==> src/rtl/reflet_mem_seq.sv <==
// reflet_mem_seq: handshaked req/ack memory sequencer between the reflet core and RAM
// Fetches 8-bit instructions and performs lane-aligned byte/half/word/double loads and stores.
// Ports:
//   clk, reset                      clock, synchronous active-high reset
//   fetch_addr, fetch_en            program counter and fetch request
//   req_valid, req_write, req_size  data access request, store flag, log2 access bytes
//   req_addr, req_wdata             data byte address, right-aligned store data
//   instruction, inst_valid         last fetched instruction and its valid flag
//   rdata, done, busy, error        load result, completion pulse, not-READY, sticky error
//   ram_addr, ram_wdata, ram_wmask  lane-aligned address, lane-shifted data, byte enables
//   ram_rdata, ram_req, ram_we      RAM read data, request, write strobe
//   ram_ack                         RAM completes the request this cycle
// Optional: define REFLET_MEM_TIMEOUT_EN to abort RAM waits after max_wait cycles.
module reflet_mem_seq #(
  parameter int wordsize = 16,
  parameter int max_wait = 15
) (
  input  logic                  clk,
  input  logic                  reset,
  input  logic [wordsize-1:0]   fetch_addr,
  input  logic                  fetch_en,
  input  logic                  req_valid,
  input  logic                  req_write,
  input  logic [1:0]            req_size,
  input  logic [wordsize-1:0]   req_addr,
  input  logic [wordsize-1:0]   req_wdata,
  output logic [7:0]            instruction,
  output logic                  inst_valid,
  output logic [wordsize-1:0]   rdata,
  output logic                  done,
  output logic                  busy,
  output logic                  error,
  output logic [wordsize-1:0]   ram_addr,
  output logic [wordsize-1:0]   ram_wdata,
  output logic [wordsize/8-1:0] ram_wmask,
  input  logic [wordsize-1:0]   ram_rdata,
  output logic                  ram_req,
  output logic                  ram_we,
  input  logic                  ram_ack
);
  localparam int lanes = wordsize / 8;
  localparam int lb = $clog2(lanes);
  localparam int lbw = lb > 0 ? lb : 1;
  typedef enum logic [2:0] {FETCH_ISSUE, FETCH_WAIT, READY, DATA_ISSUE, DATA_WAIT} state_t;
  state_t state, state_n;
  logic pending;
  logic [lbw-1:0] foff_q, off_q;
  logic [wordsize-1:0] dmask_q;
  logic [3:0] nbytes;
  logic wide, misal, ack, tmo, fin;
  logic [lbw-1:0] req_off, fetch_off;
  logic [wordsize-1:0] req_dmask, fetch_sh;
  logic [lanes-1:0] req_lmask;
  // an ack only counts while a request is outstanding
  assign ack = ram_ack && ram_req;
`ifdef REFLET_MEM_TIMEOUT_EN
  localparam int cw = max_wait > 0 ? $clog2(max_wait + 1) : 1;
  logic [cw-1:0] wait_cnt;
  // counter clears whenever no request is outstanding, so it starts at 0 on each issue
  always_ff @(posedge clk)
    if (reset || !ram_req) wait_cnt <= '0;
    else if (!ram_ack) wait_cnt <= wait_cnt + 1'b1;
  assign tmo = ram_req && !ram_ack && (wait_cnt == cw'(max_wait - 1));
`else
  assign tmo = 1'b0;
`endif
  assign fin = ack || tmo;
  assign busy = state != READY;
  always_comb begin
    nbytes = 4'd1 << req_size;
    wide = int'(nbytes) >= lanes;
    misal = (int'(req_size) > lb) || ((req_addr[3:0] & (nbytes - 4'd1)) != 4'd0);
    req_off = req_addr[lbw-1:0] & lbw'(lanes - 1);
    fetch_off = fetch_addr[lbw-1:0] & lbw'(lanes - 1);
    req_dmask = wide ? '1 : {wordsize{1'b1}} >> (wordsize - 8 * int'(nbytes));
    req_lmask = wide ? '1 : {lanes{1'b1}} >> (lanes - int'(nbytes));
    fetch_sh = ram_rdata >> {foff_q, 3'b000};
  end
  always_ff @(posedge clk)
    if (reset) state <= FETCH_ISSUE;
    else state <= state_n;
  always_comb begin
    state_n = state;
    case (state)
      FETCH_ISSUE: state_n = FETCH_WAIT;
      FETCH_WAIT:  state_n = fin ? READY : FETCH_WAIT;
      READY:       state_n = req_valid ? DATA_ISSUE : fetch_en ? FETCH_ISSUE : READY;
      DATA_ISSUE:  state_n = !misal ? DATA_WAIT : pending ? FETCH_ISSUE : READY;
      DATA_WAIT:   state_n = !fin ? DATA_WAIT : pending ? FETCH_ISSUE : READY;
      default:     state_n = FETCH_ISSUE;
    endcase
  end
  always_ff @(posedge clk) begin
    if (reset) begin
      instruction <= '0;
      inst_valid <= 1'b0;
      rdata <= '0;
      done <= 1'b0;
      error <= 1'b0;
      ram_req <= 1'b0;
      ram_we <= 1'b0;
      ram_wmask <= '0;
      ram_addr <= '0;
      ram_wdata <= '0;
      pending <= 1'b0;
      foff_q <= '0;
      off_q <= '0;
      dmask_q <= '0;
    end else begin
      done <= 1'b0;
      case (state)
        FETCH_ISSUE: begin
          ram_addr <= fetch_addr & ~wordsize'(lanes - 1);
          foff_q <= fetch_off;
          ram_req <= 1'b1;
          ram_we <= 1'b0;
          inst_valid <= 1'b0;
        end
        FETCH_WAIT:
          if (fin) begin
            instruction <= tmo ? 8'h00 : fetch_sh[7:0];
            inst_valid <= 1'b1;
            ram_req <= 1'b0;
            error <= error | tmo;
          end
        READY:
          if (req_valid) pending <= fetch_en;
        DATA_ISSUE:
          if (misal) begin
            error <= 1'b1;
            done <= 1'b1;
            pending <= 1'b0;
          end else begin
            ram_addr <= req_addr & ~wordsize'(lanes - 1);
            ram_wmask <= req_lmask << req_off;
            ram_wdata <= (req_wdata & req_dmask) << {req_off, 3'b000};
            ram_we <= req_write;
            ram_req <= 1'b1;
            off_q <= req_off;
            dmask_q <= req_dmask;
          end
        DATA_WAIT:
          if (fin) begin
            if (!ram_we) rdata <= tmo ? '0 : (ram_rdata >> {off_q, 3'b000}) & dmask_q;
            ram_req <= 1'b0;
            ram_we <= 1'b0;
            done <= 1'b1;
            pending <= 1'b0;
            error <= error | tmo;
          end
        default: ;
      endcase
    end
  end
endmodule

==> config.mk <==
export PLATFORM = sky130hd
export DESIGN_NAME = reflet_mem_seq
export DESIGN_NICKNAME = d
export VERILOG_FILES = /design/src/rtl/reflet_mem_seq.sv
export SDC_FILE = /design/constraint.sdc
export NUM_CORES = 1
export LEC_CHECK = 0
export BUFFER_PORTS_ARGS = -buffer_cell sky130_fd_sc_hd__buf_2
export CAP_MARGIN = 15
export CORE_UTILIZATION = 40
export DETAILED_ROUTE_END_ITERATION = 10
export PLACE_DENSITY = 0.69
export SLEW_MARGIN = 30
export SYNTH_ARGS = -nofsm -noshare
export SYNTH_HDL_FRONTEND = slang
export SYNTH_SLANG_ARGS = --single-unit
==> constraint.sdc <==
create_clock -name clk -period 2.5 [get_ports clk]
set_clock_uncertainty 0.2 [all_clocks]
set_input_delay 0.375 -clock clk [delete_from_list [all_inputs] [get_ports clk]]
set_output_delay 0.375 -clock clk [all_outputs]
set_load 0.005 [all_outputs]
==> flow_summary.json, run 1 <==
{
  "fmaxAchievable_mhz": 462,
  "finalWorstPathRequiredPeriod_ns": 2.16,
  "via_density": 5.27,
  "number_of_antenna_violations_at_the_first_check_in_global_routing": 0,
  "worstSetupPathType": "reg -> reg",
  "post_drt_wl_per_cell_um": 14.0,
  "total_half_perimeter_wirelength_after_legalization_and_detailed_placement_um": 6050,
  "postSynthCellCount": 377,
  "gpl.final_weighted_congestion": 0.865,
  "drcViolationCount": 0,
  "io-pin-count": 136,
  "mostFrequentLayoutCell": "sky130_fd_sc_hd__buf_2",
  "async_set_reset_flop_share_out_of_synthesis_pct": 0,
  "most-common-layout-cells": "sky130_fd_sc_hd__buf_2, sky130_fd_sc_hd__dfxtp_1, sky130_fd_sc_hd__a21oi_1",
  "timing.max_cap.violations": 0,
  "timing_hold_violations_final": 0,
  "slew-limit-headroom_pct": 42.0,
  "synth_edf_count": 0,
  "post_synth_instance_area_mm2": 0.00318,
  "worst_path_slowest_cell": "sky130_fd_sc_hd__o31a_1",
  "numCtsBuffers": 9,
  "cts_setup_buffers": 0,
  "synth.ff_latch_count": 70,
  "final.setup.tns_ns": 0,
  "tritoncts": "done",
  "drt_iter0_markers": 140,
  "placement_rows": 32,
  "cp_data_required_time_ns": 2.57,
  "max-clock-path-buffers": 2,
  "antenna_cells_inserted": 0,
  "cp.buffers_inverters": 0,
  "top_cell_family_by_delay_on_the_critical_path": "compound AO/OA/AOI/OAI gates",
  "final_antenna_net_count": 0,
  "gr-usage-all-layers_pct": 19.8,
  "dp_slack_ns": 0.337,
  "floorplan.initialDensity_pct": 41.4,
  "grt_pass1_wl_um": 13300,
  "grt_setup_unrepaired": "false",
  "pin_count_of_the_biggest_net_entering_global_routing": 41,
  "post_cts_resized": 0,
  "final_max_slew_viol_count": 0,
  "synth.distinct_cells": 43,
  "layout_setup_ws_ns": 0.336,
  "yosysWarnings": 0,
  "drive_gt1_share_pct": 33.9,
  "fillers": 752,
  "place.port_buffers": 134,
  "static-leakage-power_nw": 1.82,
  "worstPathCellList": "or2_1 -> o31a_1 -> o21ai_0 -> a21oi_1",
  "hold-worst-slack_ns": 0.0780,
  "worst-slew-pin-transition_ns": 0.871,
  "routed_wl_um": 8380,
  "cts_max_level": 3,
  "rrSetupSlack_ns": 0.34,
  "synth_seq_area_share_pct": 44.1,
  "final_min_period_over_clock_period_pct": 86.6,
  "peakVddDrop_mv": 0.304,
  "setup.worst_path.end_class": "flip-flop",
  "core-area_mm2": 0.00769,
  "critPathMaxStageDelay_ns": 0.75,
  "final_global_route_overflow_total": 0,
  "cts_hold_repair.buffers": 0,
  "clock_sink_count": 70,
  "synthesized_nets": 449,
  "cp-start-kind": "flip-flop",
  "power.density_cell_area_mw_per_mm2": 554,
  "dominantRegCellSynth": "sky130_fd_sc_hd__dfxtp_1",
  "fp.dieH_um": 91.2,
  "drt-pass1-iter-count": 4,
  "syn_avg_cell_area_um2": 8.43,
  "fp.dieW_um": 91.2,
  "clkSlewWorstSetupHoldPaths_ns": 0.07,
  "worst_skew_pair.late_latency_ns": 0.33,
  "timing.hold.worst.class": "in -> reg",
  "grt_pass1_vias": 2844,
  "area_growth_pct": 27.7,
  "die_area_mm2": 0.00831,
  "vias": 3160,
  "status": "completed",
  "clockRootBuffer": "sky130_fd_sc_hd__clkbuf_8",
  "cp.arrival_ns": 2.24,
  "setup_violations": 0,
  "critical_path_peak_fanout": 31,
  "num-nets-final": 565
}
-- kinds of logic (layout without fill, tap and decap cells) --
group | Yosys count | count (layout) | synth area share (%)
DFF | 70 | 70 | 44.1
other | 1 | 1 | 0.118
and+or+nand+nor | 133 | 133 | 20.7
AOI/OAI and AO/OA | 102 | 102 | 19.7
buffers and inverters | 40 | 161 | 5.31
muxes | 31 | 31 | 10.1
-- stage by stage --
step / instances / total power [mW] / cell area (µm²) / utilization [%]
4_1_cts: 600 / 2.27 / 4060 / 52.8
3_3_place_gp: 584 / 1.47 / 3890 / 50.6
2_1_floorplan: 377 / 1.35 / 3180 / -
3_5_place_dp: 584 / 1.48 / 3890 / 50.6
6_report: 600 / 2.25 / 4060 / 52.8
5_1_grt: 600 / 2.35 / 4060 / 52.8
-- worst reg2reg max path, delay by kind of cell, from the launching register on --
kind	cells	cell delay [ns]
AOI/OAI and AO/OA	3	1.12
DFF	1	0.51
and+or+nand+nor	1	0.28
-- per-layer routing --
layer | wire, µm | track usage [%] | part of all wire, %
met3 | 525 | 4.69 | 6.3
met2 | 3880 | 31.3 | 46
met5 | 0 | 0 | 0
met4 | 108 | 7.01 | 1.3
met1 | 3860 | 26.2 | 46
-- flip-flops by register name, summed over array words and instances, names as in the netlist, 2 cells and up --
| register | count |
|---|---|
| dmask_q | 2 |
| state | 3 |
| ram_wmask | 2 |
| instruction | 8 |
| rdata | 16 |
| ram_wdata | 16 |
| ram_addr | 15 |
-- area by class of cell --
class / count / area (µm²) / area share [%]
Clock buffer: 12 / 145 / 3.57
Clock inverter: 4 / 22.5 / 0.555
Inverter: 3 / 11.3 / 0.277
Multi-Input combinational cell: 267 / 1610 / 39.6
Sequential cell: 70 / 1400 / 34.5
Tap cell: 102 / 128 / 3.14
Timing Repair Buffer: 142 / 743 / 18.3
-- cells in the mapped netlist (2+ instances only) --
cell                         n  area, µm²
sky130_fd_sc_hd__a211oi_1    8       60.1
sky130_fd_sc_hd__a21oi_1    40        200
sky130_fd_sc_hd__a22oi_1     7       52.6
sky130_fd_sc_hd__a2bb2oi_1   7       61.3
sky130_fd_sc_hd__a31oi_1     8       50.1
sky130_fd_sc_hd__a32oi_1     4       35.0
sky130_fd_sc_hd__and2_1      2       12.5
sky130_fd_sc_hd__buf_1       3       11.3
sky130_fd_sc_hd__buf_2       6       30.0
sky130_fd_sc_hd__clkbuf_1   26       97.6
sky130_fd_sc_hd__dfxtp_1    70       1400
sky130_fd_sc_hd__inv_1       3       11.3
sky130_fd_sc_hd__mux2_2      8       90.1
sky130_fd_sc_hd__mux2i_1    23        230
sky130_fd_sc_hd__nand2_1    34        128
sky130_fd_sc_hd__nand2b_1    4       25.0
sky130_fd_sc_hd__nand3_1    23        115
sky130_fd_sc_hd__nor2_1     35        131
sky130_fd_sc_hd__nor2b_1     2       12.5
sky130_fd_sc_hd__nor3_1      6       30.0
sky130_fd_sc_hd__o21ai_0    20        100
sky130_fd_sc_hd__o32a_1      2       20.0
sky130_fd_sc_hd__or3_1      16        100
-- power by group --
part           switching, mW  internal [mW]  total [mW]
clock                  0.414          0.383       0.797
sequential            0.0281           1.15        1.18
combinational          0.139          0.135       0.274
total                  0.581           1.67        2.25
-- final timing paths --
path / startpoint / end / cells past startpoint
setup / recovery: state[0] / ram_addr[8] / 4
hold / removal: fetch_addr[0] / foff_q / 3
setup reg to reg: state[0] / ram_addr[8] / 4
hold reg to reg: rdata[8] / rdata[8] / 2
Power figures use the tool's default switching activity.
==> run 2, diff against run 1 <==
--- a/config.mk
+++ b/config.mk
@@ -7,9 +7,11 @@
 export LEC_CHECK = 0
 export BUFFER_PORTS_ARGS = -buffer_cell sky130_fd_sc_hd__buf_2
 export CAP_MARGIN = 15
-export CORE_UTILIZATION = 40
+export CELL_PAD_IN_SITES_DETAIL_PLACEMENT = 0
+export CELL_PAD_IN_SITES_GLOBAL_PLACEMENT = 2
+export CORE_UTILIZATION = 26
 export DETAILED_ROUTE_END_ITERATION = 10
-export PLACE_DENSITY = 0.69
+export PLACE_DENSITY_LB_ADDON = 0.1
 export SLEW_MARGIN = 30
 export SYNTH_ARGS = -nofsm -noshare
 export SYNTH_HDL_FRONTEND = slang
==> run 2 against run 1 <==
Setup slack better by 0.17 ns; design area is 4.1% higher; via count is 0.32% lower; wire length is 16% higher; total power is 15% higher; worst hold slack better by 0.0033 ns; combinational power is 3% higher; register-to-register slack better by 0.17 ns; non-clock buffer count is 3 higher.
==> flow_summary.json, run 2 (synthesized netlist as in run 1, its figures left out) <==
{
  "status": "completed",
  "grt_setup_unrepaired": "false",
  "pin_count_of_the_biggest_net_entering_global_routing": 38,
  "vias": 3150,
  "worstSetupPathType": "reg -> reg",
  "core-area_mm2": 0.0120,
  "startpoint_of_the_worst_hold_path": "fetch_addr[0]",
  "place.port_buffers": 134,
  "mostFrequentLayoutCell": "sky130_fd_sc_hd__buf_2",
  "ff2ff_path_depth": 4,
  "drive_gt1_share_pct": 34.1,
  "gr-usage-all-layers_pct": 16.0,
  "tritoncts": "done",
  "timing.max_cap.violations": 0,
  "worstPathCellList": "or3b_4 -> or3_1 -> nand2_1 -> a21oi_1",
  "fp.dieW_um": 113,
  "finalWorstPathRequiredPeriod_ns": 2.00,
  "num-nets-final": 568,
  "worst_path_slowest_cell": "sky130_fd_sc_hd__or3_1",
  "number_of_antenna_violations_at_the_first_check_in_global_routing": 0,
  "final.setup.tns_ns": 0,
  "final_max_slew_viol_count": 0,
  "setup.worst_path.end_class": "flip-flop",
  "clock_sink_count": 70,
  "grt_pass1_vias": 2997,
  "rrSetupSlack_ns": 0.50,
  "worst_setup_path_startpoint": "state[0]",
  "timing.critical_path.depth": 4,
  "post_cts_resized": 0,
  "final_antenna_net_count": 0,
  "peakVddDrop_mv": 0.478,
  "area_growth_pct": 33.0,
  "cp.buffers_inverters": 0,
  "met3RoutedLength_um": 606,
  "timing_hold_violations_final": 0,
  "multi_input_area_mm2": 0.00161,
  "critPathMaxStageDelay_ns": 0.59,
  "worst_skew_pair.late_latency_ns": 0.33,
  "timing.hold.worst.class": "in -> reg",
  "floorplan.initialDensity_pct": 26.6,
  "routed_wl_um": 9750,
  "highest_layer": "met4",
  "slew-limit-headroom_pct": 59.7,
  "grt_pass1_wl_um": 15600,
  "io-pin-count": 136,
  "cts_setup_buffers": 0,
  "clockRootBuffer": "sky130_fd_sc_hd__clkbuf_16",
  "total_half_perimeter_wirelength_after_legalization_and_detailed_placement_um": 7060,
  "final_global_route_overflow_total": 0,
  "critical_path.reg2reg.endpoint": "rdata[9]",
  "cts_hold_repair.buffers": 0,
  "antenna_cells_inserted": 0,
  "worst-slew-pin-transition_ns": 0.604,
  "placement_rows": 40,
  "depth_of_the_worst_hold_timing_path": 3,
  "crit-reg2reg-launch": "state[0]",
  "static-leakage-power_nw": 1.88,
  "max-clock-path-buffers": 2,
  "power.density_cell_area_mw_per_mm2": 614,
  "clkSlewWorstSetupHoldPaths_ns": 0.05,
  "met2WireLength_um": 4330,
  "finalPower_mw": 2.60,
  "top_cell_family_by_delay_on_the_critical_path": "simple AND/OR/NAND/NOR gates",
  "reg.largest.list": "ram_wdata x16, rdata x16, ram_addr x15",
  "post_drt_wl_per_cell_um": 15.1,
  "cp_data_required_time_ns": 2.52,
  "fillers": 1304,
  "via_density": 4.88,
  "fmaxAchievable_mhz": 500,
  "fp.dieH_um": 113,
  "sequential_cell_area_mm2": 0.00140,
  "cp.arrival_ns": 2.02,
  "die_area_mm2": 0.0127,
  "min_delay_worst_endpoint": "foff_q",
  "drt_iter0_markers": 179,
  "gpl.final_weighted_congestion": 0.736,
  "cts_max_level": 3,
  "drt-pass1-iter-count": 5,
  "numCtsBuffers": 9,
  "route.layer.met1.wl_um": 4660,
  "setup_violations": 0,
  "critical_path_peak_fanout": 16,
  "final_min_period_over_clock_period_pct": 80.0,
  "drcViolationCount": 0,
  "cp-start-kind": "flip-flop",
  "most-common-layout-cells": "sky130_fd_sc_hd__buf_2, sky130_fd_sc_hd__dfxtp_1, sky130_fd_sc_hd__a21oi_1"
}
==> run 2: cell count changes in the layout (fill, tap and decap cells not counted) <==
cell and delta:
sky130_fd_sc_hd__clkbuf_16 +9, sky130_fd_sc_hd__clkbuf_8 -9, sky130_fd_sc_hd__buf_4 +3, sky130_fd_sc_hd__clkinv_2 -1, sky130_fd_sc_hd__clkinvlp_4 -1
==> run 2: power by group <==
part	leakage [nW]	total, mW	switching (mW)	internal, mW
clock	0.128	1.13	0.449	0.683
combinational	1.18	0.283	0.145	0.138
sequential	0.568	1.18	0.0283	1.15
==> run 2: per-stage QoR <==
stage / setup slack, ns / utilization, % / hold WS, ns / instance area [µm²] / cells
global route: 0.378 / 35.3 / 0.0802 / 4230 / 646
detailed placement: 0.471 / 33.2 / 0.241 / 3970 / 632
CTS: 0.490 / 35.3 / 0.0708 / 4230 / 646
floorplan: 0.610 / - / 0.248 / 3180 / 377
finish: 0.501 / 35.3 / 0.0814 / 4230 / 646
global placement: 0.499 / 33.2 / 0.236 / 3970 / 632
==> run 2: worst max path at each step <==
| stage | slack [ns] | to |
|---|---|---|
| 6_report | 0.50 | rdata[9] |
| 5_1_grt | 0.38 | rdata[10] |
| 4_1_cts | 0.49 | rdata[7] |
| 3_5_place_dp | 0.47 | ram_addr[9] |
| 3_3_place_gp | 0.50 | ram_addr[9] |
| 2_1_floorplan | 0.61 | rdata[10] |
==> run 2: per-layer routing <==
| layer | up-vias | track usage [%] |
|---|---|---|
| met4 | 0 | 4.89 |
| met1 | 1457 | 20.5 |
| li1 | 1582 | - |
| met3 | 12 | 6.10 |
| met2 | 99 | 24.6 |
| met5 | - | 0 |
==> run 2: cell type report <==
| type | count | area share (%) |
|---|---|---|
| multi-input cells | 267 | 38.1 |
| flip-flops and latches | 70 | 33.1 |
| repair buffers | 145 | 18.1 |
| clock buffers | 12 | 5.83 |
| well taps | 147 | 4.35 |
| inverters | 3 | 0.266 |
| clock inverters | 2 | 0.237 |
==> run 2: worst min-delay path, delay by kind of cell <==
kind / cells / cell delay, ns
AO/OA/AOI/OAI: 1 / 0.05
buffers and inverters: 1 / 0.10
AND/OR/NAND/NOR: 1 / 0.05
==> run 3, diff against run 2 <==
--- a/config.mk
+++ b/config.mk
@@ -9,7 +9,7 @@
 export CAP_MARGIN = 15
 export CELL_PAD_IN_SITES_DETAIL_PLACEMENT = 0
 export CELL_PAD_IN_SITES_GLOBAL_PLACEMENT = 2
-export CORE_UTILIZATION = 26
+export CORE_UTILIZATION = 24
 export DETAILED_ROUTE_END_ITERATION = 10
 export PLACE_DENSITY_LB_ADDON = 0.1
 export SLEW_MARGIN = 30
==> constraint.sdc (replaced) <==
create_clock -name clk -period 1.75 [get_ports clk]
set_clock_uncertainty 0.2 [all_clocks]
set_input_delay 0.2625 -clock clk [delete_from_list [all_inputs] [get_ports clk]]
set_output_delay 0.2625 -clock clk [all_outputs]
set_load 0.005 [all_outputs]
==> run 3 against run 2 <==
The flow now finishes with violations (setup timing); total power up 59%; worst hold slack worse by 0.065 ns; global-route usage down 0.61 points; highest routed layer unchanged; die area up 8.2%.
==> flow_summary.json, run 3 (synthesized netlist as in run 1, its figures left out) <==
{
  "startpoint_of_the_worst_hold_path": "ram_rdata[12]",
  "rrSetupSlack_ns": -0.06,
  "antenna_cells_inserted": 0,
  "timing.hold.worst.class": "in -> reg",
  "cts_max_level": 3,
  "floorplan.initialDensity_pct": 24.9,
  "fillers": 1350,
  "grt_pass1_vias": 3031,
  "crit-reg2reg-launch": "state[0]",
  "gpl.final_weighted_congestion": 0.735,
  "area_growth_pct": 49.8,
  "fmaxAchievable_mhz": 554,
  "final_max_slew_viol_count": 0,
  "vias": 3290,
  "io-pin-count": 136,
  "power.clock.fraction_pct": 46.4,
  "worstPathCellList": "or3b_4 -> o32a_1 -> or4b_1 -> a21oi_1",
  "worst_setup_path_startpoint": "state[0]",
  "cp-start-kind": "flip-flop",
  "post_drt_wl_per_cell_um": 14.9,
  "most-common-layout-cells": "sky130_fd_sc_hd__buf_2, sky130_fd_sc_hd__dfxtp_1, sky130_fd_sc_hd__nor2_1",
  "pin_count_of_the_biggest_net_entering_global_routing": 40,
  "cp.arrival_ns": 1.87,
  "number_of_antenna_violations_at_the_first_check_in_global_routing": 0,
  "drive_gt1_share_pct": 41.2,
  "total_half_perimeter_wirelength_after_legalization_and_detailed_placement_um": 7480,
  "peakVddDrop_mv": 0.489,
  "via_density": 4.66,
  "final_antenna_net_count": 0,
  "dp_slack_ns": -0.0797,
  "critical_path.reg2reg.endpoint": "pending",
  "clockRootBuffer": "sky130_fd_sc_hd__clkbuf_16",
  "max-clock-path-buffers": 2,
  "status": "complete, but fails checks",
  "fp.dieH_um": 117,
  "part_of_the_power_in_combinational_logic_pct": 12.9,
  "routed_wl_um": 10500,
  "critPathMaxStageDelay_ns": 0.46,
  "cp_data_required_time_ns": 1.81,
  "setup.worst_path.end_class": "flip-flop",
  "finalWorstPathRequiredPeriod_ns": 1.81,
  "final_min_period_over_clock_period_pct": 103,
  "setup_violations": 19,
  "ff2ff_path_depth": 4,
  "timing.max_cap.violations": 0,
  "violations": "setup timing",
  "worst_skew_pair.late_latency_ns": 0.33,
  "layout_setup_ws_ns": -0.0555,
  "core-area_mm2": 0.0128,
  "reg.largest.list": "ram_wdata x16, rdata x16, ram_addr x15",
  "clock_sink_count": 70,
  "seq_power_share_pct": 40.7,
  "drt_iter0_markers": 145,
  "num-nets-final": 602,
  "p_switching_mw": 0.956,
  "tritoncts": "done",
  "static-leakage-power_nw": 2.12,
  "drcViolationCount": 0,
  "timing_hold_violations_final": 0,
  "critPathCapture": "pending",
  "sequential_cell_area_mm2": 0.00141,
  "worstSetupPathType": "reg -> reg",
  "gr-usage-all-layers_pct": 15.4,
  "multi_input_area_mm2": 0.00167,
  "worst_path_slowest_cell": "sky130_fd_sc_hd__or4b_1",
  "mostFrequentLayoutCell": "sky130_fd_sc_hd__buf_2",
  "grt_pass1_wl_um": 15600,
  "hold-worst-slack_ns": 0.0168,
  "die_area_mm2": 0.0137,
  "final_global_route_overflow_total": 0,
  "clkSlewWorstSetupHoldPaths_ns": 0.05,
  "depth_of_the_worst_hold_timing_path": 3,
  "post_route_utilization_pct": 37.3,
  "placement_rows": 41,
  "critical_path_peak_fanout": 5,
  "power.density_cell_area_mw_per_mm2": 864,
  "drt-pass1-iter-count": 4,
  "power_report.internal_total_mw": 3.16,
  "grt_setup_unrepaired": "true",
  "swShare_pct": 23.2,
  "place.port_buffers": 134,
  "numCtsBuffers": 9,
  "fp.dieW_um": 117
}
==> run 3: critical path: cells and delay by family, from the launching register on <==
family | cells | cell delay, ns
simple gates | 2 | 0.87
compound gates | 2 | 0.31
flops | 1 | 0.35
==> run 3: timing repair <==
item,in CTS,in global routing
hold buffers,3,0
gates resized for setup,4,22
endpoints found under the setup margin,36,41
buffers inserted,0,2
pin swaps,0,31
cloned,0,2
endpoints found under the hold margin,3,0
==> run 3: layer usage <==
| metal | wire, µm | GRT usage (%) | vias to the layer above |
|---|---|---|---|
| li1 | - | - | 1655 |
| met3 | 532 | 5.05 | 10 |
| met5 | 0 | 0 | - |
| met1 | 5020 | 19.5 | 1529 |
| met4 | 146 | 4.73 | 0 |
| met2 | 4850 | 24.7 | 96 |
==> run 3: final cells by class <==
class / count / area share (%)
well taps: 172 / 4.52
multi-input cells: 267 / 35.1
clock buffers: 10 / 4.81
flip-flops and latches: 70 / 29.6
inverters: 3 / 0.236
repair buffers: 179 / 24.1
clock inverters: 5 / 1.58
==> run 3: power by group through the flow <==
stage / clock [mW] / combinational, mW / sequential, mW
finish: 1.91 / 0.530 / 1.68
global route: 2.05 / 0.586 / 1.68
CTS: 1.99 / 0.479 / 1.68
detailed placement: 0 / 0.469 / 1.71
global placement: 0 / 0.469 / 1.71
floorplan: 0 / 0.225 / 1.71
==> run 3: worst min-delay path by stage <==
stage,endpoint,slack [ns]
2_1_floorplan,foff_q,0.20
3_3_place_gp,rdata[4],0.24
3_5_place_dp,rdata[4],0.24
4_1_cts,rdata[12],0.0004
5_1_grt,rdata[10],0.01
6_report,rdata[12],0.02
==> run 3: through the flow <==
stage / instance area (µm²) / instances / setup TNS, ns / power [mW]
after global placement: 4270 / 684 / -0.908 / 2.18
after floorplan: 3190 / 377 / -1.55 / 1.93
final: 4760 / 706 / -0.514 / 4.12
after detailed placement: 4270 / 684 / -1.74 / 2.18
after CTS: 4610 / 702 / -0.586 / 4.14
after global routing: 4760 / 706 / -2.04 / 4.31
